--- src/rtl/alsu_result_buffer.sv ---
// alsu_result_buffer: downstream stage of the ALSU.
// Aligns each issued operation with its registered ALSU result (LATENCY cycles
// later), tags it with opcode and an invalid flag, and queues it in a
// show-ahead FIFO drained by a valid/ready handshake. Keeps saturating
// statistics for dropped entries and enqueued invalid operations.
// Optional feature: define ALSU_RESULT_PARITY_EN to store a per-entry parity
// bit and expose it on res_parity.
module alsu_result_buffer #(
    parameter int DEPTH   = 8,
    parameter int LATENCY = 2,
    parameter int CNT_W   = 8
) (
    input  logic                     clk,
    input  logic                     rst,
    input  logic                     issue_valid,
    input  logic [2:0]               issue_opcode,
    input  logic                     issue_red_op_A,
    input  logic                     issue_red_op_B,
    input  logic signed [5:0]        alsu_out,
    input  logic                     clear_stats,
    output logic                     res_valid,
    input  logic                     res_ready,
    output logic signed [5:0]        res_data,
    output logic [2:0]               res_opcode,
    output logic                     res_invalid,
    output logic                     fifo_full,
    output logic                     fifo_empty,
    output logic [$clog2(DEPTH):0]   level,
    output logic [CNT_W-1:0]         drop_cnt,
    output logic [CNT_W-1:0]         err_cnt,
`ifdef ALSU_RESULT_PARITY_EN
    output logic                     overflow,
    output logic                     res_parity
`else
    output logic                     overflow
`endif
);

    localparam int PTR_W = $clog2(DEPTH);
    localparam int LVL_W = PTR_W + 1;

    // Latency pipe carrying the issue-side tag until the result is valid.
    logic [LATENCY-1:0] pipe_valid;
    logic [2:0]         pipe_opcode [LATENCY];
    logic               pipe_inv    [LATENCY];

    // FIFO storage and control.
    logic [5:0]         mem_data   [DEPTH];
    logic [2:0]         mem_opcode [DEPTH];
    logic               mem_inv    [DEPTH];
`ifdef ALSU_RESULT_PARITY_EN
    logic               mem_par    [DEPTH];
`endif
    logic [PTR_W-1:0]   wr_ptr;
    logic [PTR_W-1:0]   rd_ptr;
    logic [LVL_W-1:0]   level_next;

    logic issue_inv;
    logic push;
    logic pop;
    logic push_accept;
    logic push_drop;

    // An operation is invalid when a reduction is requested on a non-bitwise
    // opcode, or when the opcode is one of the two reserved encodings.
    assign issue_inv = ((issue_red_op_A | issue_red_op_B) & (issue_opcode[1] | issue_opcode[2]))
                     | (issue_opcode[1] & issue_opcode[2]);

    assign push        = pipe_valid[LATENCY-1];
    assign res_valid   = ~fifo_empty;
    assign pop         = res_valid & res_ready;
    // A pop in the same cycle frees a slot, so a push on a full FIFO still lands.
    assign push_accept = push & (~fifo_full | pop);
    assign push_drop   = push & fifo_full & ~pop;

    // Shift the issue tag through LATENCY register stages.
    always_ff @(posedge clk or negedge rst) begin
        if (!rst) begin
            pipe_valid <= '0;
            for (int i = 0; i < LATENCY; i++) begin
                pipe_opcode[i] <= '0;
                pipe_inv[i]    <= 1'b0;
            end
        end else begin
            // NOTE: sequential state uses non-blocking assignments so every stage samples the pre-edge value of its predecessor.
            pipe_valid[0]  <= issue_valid;
            pipe_opcode[0] <= issue_opcode;
            pipe_inv[0]    <= issue_inv;
            for (int i = 1; i < LATENCY; i++) begin
                pipe_valid[i]  <= pipe_valid[i-1];
                pipe_opcode[i] <= pipe_opcode[i-1];
                pipe_inv[i]    <= pipe_inv[i-1];
            end
        end
    end

    // Write an accepted entry into the storage array.
    // NOTE: the storage array has no reset; outputs are gated by res_valid so stale contents never show.
    always_ff @(posedge clk) begin
        if (push_accept) begin
            mem_data[wr_ptr]   <= alsu_out;
            mem_opcode[wr_ptr] <= pipe_opcode[LATENCY-1];
            mem_inv[wr_ptr]    <= pipe_inv[LATENCY-1];
`ifdef ALSU_RESULT_PARITY_EN
            mem_par[wr_ptr]    <= ^{pipe_inv[LATENCY-1], pipe_opcode[LATENCY-1], alsu_out};
`endif
        end
    end

    // Next occupancy from the accepted push and the pop.
    always_comb begin
        // NOTE: default first so every path assigns level_next and no latch is inferred.
        level_next = level;
        if (push_accept && !pop) begin
            level_next = level + LVL_W'(1);
        end else if (!push_accept && pop) begin
            level_next = level - LVL_W'(1);
        end
    end

    // Pointers and registered occupancy flags.
    always_ff @(posedge clk or negedge rst) begin
        if (!rst) begin
            wr_ptr     <= '0;
            rd_ptr     <= '0;
            level      <= '0;
            fifo_full  <= 1'b0;
            fifo_empty <= 1'b1;
        end else begin
            if (push_accept) wr_ptr <= wr_ptr + PTR_W'(1);
            if (pop)         rd_ptr <= rd_ptr + PTR_W'(1);
            level      <= level_next;
            fifo_full  <= (level_next == LVL_W'(DEPTH));
            fifo_empty <= (level_next == '0);
        end
    end

    // Saturating statistics; clear_stats overrides any same-cycle increment.
    always_ff @(posedge clk or negedge rst) begin
        if (!rst) begin
            drop_cnt <= '0;
            err_cnt  <= '0;
            overflow <= 1'b0;
        end else if (clear_stats) begin
            drop_cnt <= '0;
            err_cnt  <= '0;
            overflow <= 1'b0;
        end else begin
            if (push_drop) begin
                overflow <= 1'b1;
                if (drop_cnt != '1) drop_cnt <= drop_cnt + CNT_W'(1);
            end
            if (push_accept && pipe_inv[LATENCY-1] && (err_cnt != '1)) begin
                err_cnt <= err_cnt + CNT_W'(1);
            end
        end
    end

    // Show-ahead head of the FIFO; reads zero while empty.
    assign res_data    = res_valid ? mem_data[rd_ptr]   : '0;
    assign res_opcode  = res_valid ? mem_opcode[rd_ptr] : '0;
    assign res_invalid = res_valid ? mem_inv[rd_ptr]    : 1'b0;
`ifdef ALSU_RESULT_PARITY_EN
    assign res_parity  = res_valid ? mem_par[rd_ptr]    : 1'b0;
`endif

endmodule

--- config.mk ---
export PLATFORM = sky130hd
export DESIGN_NAME = alsu_result_buffer
export DESIGN_NICKNAME = d
export VERILOG_FILES = /design/src/rtl/alsu_result_buffer.sv
export SDC_FILE = /design/constraint.sdc
export NUM_CORES = 1
export LEC_CHECK = 0
export CAP_MARGIN = 20
export CELL_PAD_IN_SITES_DETAIL_PLACEMENT = 2
export CELL_PAD_IN_SITES_GLOBAL_PLACEMENT = 2
export CORE_MARGIN = 10
export CORE_UTILIZATION = 35
export DETAILED_ROUTE_END_ITERATION = 12
export DONT_BUFFER_PORTS = 1
export PLACE_DENSITY_LB_ADDON = 0.05
export SLEW_MARGIN = 10
export SYNTH_ARGS = -nofsm -noshare
export SYNTH_HDL_FRONTEND = slang
export SYNTH_SLANG_ARGS = --single-unit
--- constraint.sdc ---
create_clock -name clk -period 3 [get_ports clk]
set_input_delay 0.3 -clock clk [delete_from_list [all_inputs] [get_ports clk]]
set_output_delay 0.3 -clock clk [all_outputs]
set_load 0.02 [all_outputs]
==> metrics.md, run 1 <==
| Metric | Value |
|---|---|
| TritonCTS clock tree | `built` |
| Total Nets Final | `351` |
| WP buf/inv | `1` |
| YS warnings | `0` |
| Mapped Cells | `291` |
| # DRC | `0` |
| Placed cells | `473` |
| Routability congestion estimate | `0.798` |
| DP Worst Slack | `571 ps` |
| CP Launch Type | `flop` |
| Fin Setup TNS | `0 ps` |
| Max-Cap Viols | `0` |
| Placed Area | `5090 um2` |
| HPWL Detailed | `7510 um` |
| PD cells | `967 nW/um2` |
| Die area | `18800 um2` |
| Reg2reg setup slack | `610 ps` |
| RSZ-0062 raised after global routing | `no` |
| Post-synth ARST share | `32.8%` |
| Multiplexer share of the synthesized area | `11.9%` |
| Mean post-synth cell area | `16.5 um2` |
| Fmax | `419 MHz` |
| Pwr Total | `0.00561 W` |
| Vias per Instance | `5.05` |
| Final instance area | `5800 um2` |
| Global-route wire length before repair | `18000 um` |
| CP endpoint kind | `flop` |
| Adder-Cell Fraction of Synth Area | `1.57%` |
| VDD IR-drop max | `0.409 mV` |
| Num CTS Buffers | `17` |
| Worst Hold Launch | `issue_opcode[1]` |
| Top cell type's share of synthesized area | `50.2%` |
| Fillcell total | `1280` |
| Synth cell types | `38` |
| Cts repair resizes | `0` |
| Worst setup margin | `615 ps` |
| Die extent in y | `137 um` |
| Crit Path Class | `reg -> reg` |
| Hold Path Class | `in -> reg` |
| Synth Net Count | `313` |
| Slowest library cell on the worst path | `dfstp_2` |
| Via count | `2616` |
| Wirelength, routed | `11400 um` |
| Slew HR | `49.1%` |
| Ant diodes | `0` |
| Leakage | `2.14 nW` |
| Num ports | `50` |
| Crit path max-delay family | `simple AND/OR/NAND/NOR gates` |
| Clk buf depth | `2` |
| Mapped Area | `4790 um2` |
| R2r worst-path depth | `5` |
| Run status | `complete, no violations` |
| Max Slew Vio Count | `0` |
| Hold endpoint | `pipe_inv[1]` |
| Seq/Total Area, Yosys | `70.6%` |
| H-tree lvl count | `4` |
| Cell Count, Final, Fillers Out | `518` |
| Setup repair bufs after CTS | `0` |
| Layout cells sized above 1 | `20.8%` |
| Initial DRC Count | `128` |
| CTS Sinks | `119` |
| CP max stage delay | `510 ps` |
| Drt wl/cell | `22.1 um` |
| Chip width | `137 um` |
| Synth Area in Compound Gates | `2.35%` |
| # port buffers | `0` |
| Largest family of logic cells by synthesized area | `multiplexers` |
| Ranking of synthesized cells by area | `edfxtp_1 (50%), dfrtp_1 (20%), mux4_2 (9.4%)` |
| Core Area | `13300 um2` |
| Xor and xnor fraction of the mapped netlist area | `3.29%` |
| Global Route Usage Sum | `13.1%` |
| Antenna Violating Nets Remaining | `0` |
| Root Driver | `clkbuf_16` |
| Initial core utilization | `35.9%` |
| Critical path peak fanout | `15` |
| Clock Latency Late Sink | `410 ps` |
| Largest net degree at the start of global routing | `40` |
| Dominant cell type by area after synthesis | `edfxtp_1` |
| Clock-pin slew on the worst setup and hold paths | `60 ps` |
| Worst Path Required | `3120 ps` |
| Final setup viols | `0` |
| TritonRoute pass-1 iters | `4` |
| Simple-Gate Fraction of Synth Area | `9.12%` |
| GRT Residual Overflow | `0` |
| EDFF count, synth | `80` |
| Tmin final | `2390 ps` |
| Primary FF master, synth | `edfxtp_1` |
| Final period utilization | `79.5%` |
| Area Growth Syn to Fin | `21.0%` |
| Final Hold Viols | `0` |
| Worst r2r src | `fifo_empty` |
| Std-Cell Rows | `42` |
| Cell chain of the critical path | `nand2b_4 > a21boi_1 > nand2b_1 > nor2_1 > buf_4` |
| Worst-margin pin slew | `764 ps` |
| Worst Skew | `6.48 ps` |
| Initial antenna violation count | `0` |
| Vias in the first global route | `2937` |
| Register bit total from synthesis | `119` |
| R2R Path End | `mem_data[6][2]` |
| CP Data Arrival Time | `2510 ps` |
| Worst Hold Depth | `2` |
layout by cell type (no fill, tap or decap), types with 4 or more instances in the layout:
cell type / instances
nand2_1: 18
mux4_2: 20
mux2i_1: 11
xor2_1: 13
clkinv_2: 4
a21oi_1: 4
ha_1: 6
clkbuf_16: 17
xnor2_1: 5
nor3_1: 4
nand2b_1: 4
dfrtp_1: 38
nor2_1: 32
dlygate4sd3_1: 12
buf_4: 14
edfxtp_1: 80
and4_1: 4
nand3_1: 9
nand4_1: 6
layer usage:
layer | wire length (um) | share of wire [%] | track usage, % | up-vias
met5 | 0 | 0 | 0 | -
met4 | 160 | 1.4 | 5.44 | 0
met3 | 530 | 4.6 | 4.14 | 13
met2 | 5720 | 50 | 20.7 | 55
met1 | 5040 | 44 | 16.3 | 1374
li1 | - | - | - | 1174
timing repair:
item / CTS / global route
hold endpoints to repair: 108 / 0
hold buffers: 13 / 0
endpoints found under the setup margin: 0 / 0
cell type report:
cell class | count | area, um2 | area share [%]
Clock buffer | 19 | 433 | 7.47
Clock inverter | 13 | 133 | 2.29
Inverter | 3 | 11.3 | 0.194
Multi-Input combinational cell | 160 | 1350 | 23.4
Sequential cell | 119 | 3380 | 58.3
Tap cell | 176 | 220 | 3.80
Timing Repair Buffer | 28 | 265 | 4.58
stage by stage:
stage	utilization (%)	hold WS, ps
6_report	43.4	26.7
5_1_grt	43.4	43.2
4_1_cts	43.4	13.1
3_5_place_dp	38.1	8.60
3_3_place_gp	38.1	8.00
2_1_floorplan	-	4.41
state kept, by name, summed over array words and instances (netlist names), 3 cells and up:
signal,count
drop_cnt,8
pipe_opcode,6
level,4
rd_ptr,3
mem_data,48
mem_opcode,24
mem_inv,8
wr_ptr,3
err_cnt,8
synthesized netlist by cell type (all sizes together) (4+ instances only):
master,count
xor2,13
and4,4
xnor2,5
nand2b,5
a21oi,5
ha,6
nor2,32
clkbuf,4
nand3,9
nor3,4
nand4,6
mux4,20
mux2i,11
buf,5
dfrtp,38
edfxtp,80
nand2,18
report_power, final:
| part | leakage (nW) | switching, W | internal, W |
|---|---|---|---|
| sequential | 1.22 | 0.000293 | 0.00203 |
| combinational | 0.648 | 0.000770 | 0.000577 |
| clock | 0.270 | 0.000724 | 0.00121 |
worst max path at each step:
stage / from / endpoint / slack [ps] / cells past startpoint
6_report: fifo_empty / mem_data[6][2] / 610 / 5
5_1_grt: fifo_empty / mem_data[6][1] / 450 / 5
4_1_cts: rd_ptr[0] / res_data[3] / 540 / 4
3_3_place_gp: fifo_empty / mem_data[6][1] / 690 / 5
3_5_place_dp: fifo_empty / mem_data[6][1] / 570 / 5
2_1_floorplan: fifo_empty / mem_data[1][0] / 720 / 5
logic make-up after synthesis:
logic type,count (synthesis)
simple gates,89
mux,32
compound gates,15
fa+ha+maj,6
flops,119
xor+xnor,18
buf+inv,12
Power figures use the tool's default switching activity.
==> run 2: changes to the inputs <==
clock period = 2.2 ns   (was 3 ns; I/O delays follow)
==> metrics.md, run 2 (synthesis gave the netlist of run 1 again) <==
| Metric | Value |
|---|---|
| Run status | `complete, no violations` |
| Final Hold Viols | `0 (unchanged)` |
| CP Launch Point | `rd_ptr[0]` |
| R2R Path End | `mem_data[3][1]` |
| Vias per Instance | `5.01 (-0.88%)` |
| Num ports | `50 (unchanged)` |
| Worst Skew | `6.53 ps (+0.0515 ps)` |
| Final core occ | `44.9% (+1.5 points)` |
| Slew HR | `56.1% (+7.0 points)` |
| Placed cells | `484 (+2.3%)` |
| Global Route Usage Sum | `13.2% (+0.10 points)` |
| VDD IR-drop max | `0.558 mV (+37%)` |
| Die extent in y | `137 um (unchanged)` |
| Worst setup margin | `109 ps (-506 ps)` |
| Area Growth Syn to Fin | `25.3%` |
| Met3 WL | `438 um (-17%)` |
| Leakage | `2.24 nW (+4.8%)` |
| Setup repair bufs after CTS | `0 (unchanged)` |
| Via count | `2658 (+1.6%)` |
| CP endpoint kind | `primary output` |
| Num CTS Buffers | `17 (unchanged)` |
| Sequential cell area | `3380 um2 (about the same)` |
| TritonRoute pass-1 iters | `4 (unchanged)` |
| Total Nets Final | `365 (+4.0%)` |
| Root Driver | `clkbuf_16` |
| HPWL Detailed | `7780 um (+3.6%)` |
| Hold Path Class | `in -> reg` |
| Initial antenna violation count | `0 (unchanged)` |
| Max Slew Vio Count | `0 (unchanged)` |
| Worst Path Required | `1980 ps (-1140 ps)` |
| Worst-margin pin slew | `657 ps (-108 ps)` |
| Clock Latency Late Sink | `410 ps (about the same)` |
| # port buffers | `0 (unchanged)` |
| Tmin final | `2090 ps` |
| Commonest cells after routing, fill and taps aside | `edfxtp_1 (80), dfrtp_1 (36), nor2_1 (31)` |
| Top sig layer | `met4` |
| Largest net degree at the start of global routing | `40 (unchanged)` |
| Critical path peak fanout | `11 (-4)` |
| Drt wl/cell | `21.9 um (-0.69%)` |
| R2r worst-path depth | `5 (unchanged)` |
| Layout cells sized above 1 | `25.4% (+4.6 points)` |
| Wirelength, routed | `11600 um (+1.8%)` |
| PD cells | `1340 nW/um2 (+39%)` |
| DP Worst Slack | `270 ps (-301 ps)` |
| RSZ-0062 raised after global routing | `no` |
| Std-Cell Rows | `42 (unchanged)` |
| Initial DRC Count | `62 (-52%)` |
| Fin Setup TNS | `0 ps (unchanged)` |
| Most common cell after layout, fill and taps aside | `edfxtp_1` |
| Critical Path End | `res_data[2]` |
| Reg2reg setup slack | `230 ps (-380 ps)` |
| Multi-input gate area | `1370 um2 (+1.2%)` |
| # DRC | `0 (unchanged)` |
| Max reg flops | `48 (unchanged)` |
| Global-route wire length before repair | `18100 um (+0.53%)` |
| Antenna Violating Nets Remaining | `0 (unchanged)` |
| Largest registers | `mem_data (48), mem_opcode (24)` |
| CP Data Arrival Time | `1870 ps (-640 ps)` |
| CP Launch Type | `flop` |
| Cell Count, Final, Fillers Out | `531 (+2.5%)` |
| Clock-pin slew on the worst setup and hold paths | `50 ps (about the same)` |
| Die area | `18800 um2 (unchanged)` |
| Routability congestion estimate | `0.674 (-15%)` |
| GRT Residual Overflow | `0 (unchanged)` |
| Ant diodes | `0 (unchanged)` |
| Fillcell total | `1276 (-0.31%)` |
| Final setup viols | `0 (unchanged)` |
| Max-Cap Viols | `0 (unchanged)` |
| CTS Sinks | `119 (unchanged)` |
| Core Area | `13300 um2 (unchanged)` |
| Final period utilization | `95.1%` |
| Worst r2r src | `fifo_empty` |
| TritonCTS clock tree | `built` |
| Fmax | `478 MHz` |
| Metal-1 WL | `4940 um (-1.9%)` |
| Chip width | `137 um (unchanged)` |
| Largest Register | `mem_data` |
| Initial core utilization | `35.9% (unchanged)` |
| Routed met2 length | `6080 um (+6.3%)` |
| Vias in the first global route | `3044 (+3.6%)` |
| H-tree lvl count | `4 (unchanged)` |
| Crit Path Class | `reg -> out` |
| Clk buf depth | `2 (unchanged)` |
==> run 2: cell types whose count changed in the layout (fill, tap and decap cells not counted), moves of 2 or more <==
cell | before | now
nor3_1 | 4 | 2
nor3_2 | 0 | 2
clkbuf_1 | 2 | 0
bufinv_16 | 2 | 4
dfrtp_1 | 38 | 36
dlygate4sd3_1 | 12 | 14
dfrtp_2 | 0 | 2
buf_4 | 14 | 24
==> run 2: worst min-delay path by stage <==
stage | slack, ps | startpoint | end | cells past startpoint
after floorplan | -80 | rst | drop_cnt[0] | 0
after global placement | -70 | rst | err_cnt[2] | 0
after detailed placement | -70 | rst | err_cnt[2] | 0
after CTS | 50 | res_ready | rd_ptr[0] | 2
after global routing | 50 | res_ready | rd_ptr[0] | 2
final | 60 | res_ready | rd_ptr[0] | 2
==> run 2: repair_timing <==
item | 4_1_cts | 5_1_grt
endpoints found under the hold margin | 109 | 0
setup endpoints to repair | 1 | 3
hold buffers | 15 | 0
resized for setup | 2 | 2
gates cloned | 0 | 1
==> run 2: cell type report <==
| type | count | share of cell area, % |
|---|---|---|
| clock buffers | 17 | 7.09 |
| clock inverters | 14 | 3.07 |
| repair buffers | 42 | 6.76 |
| well taps | 176 | 3.67 |
| flip-flops and latches | 119 | 56.4 |
| multi-input cells | 160 | 22.8 |
| inverters | 3 | 0.188 |
==> run 2: worst max-delay path, stage by stage (launching register included) <==
cell,delay [ps]
dfrtp_2,420
buf_12,180
mux4_2,520
mux2i_2,220
nor2_2,120
==> run 2: power breakdown <==
group | switching [W] | internal, W | total (W)
combinational | 0.00120 | 0.000921 | 0.00212
sequential | 0.000306 | 0.00277 | 0.00308
clock | 0.000981 | 0.00187 | 0.00286
==> run 2: metrics by stage <==
step	total power (W)	hold WS (ps)	area, um2
2_1_floorplan	0.00446	-75.6	4800
3_3_place_gp	0.00511	-74.0	5190
3_5_place_dp	0.00517	-74.0	5190
4_1_cts	0.00813	52.1	5970
5_1_grt	0.00846	52.0	6000
6_report	0.00805	64.6	6000
==> run 2: layer usage <==
metal	global-route usage (%)	vias to the layer above
met2	21.8	46
met4	5.97	0
met5	0	-
li1	-	1216
met3	4.33	16
met1	15.3	1380
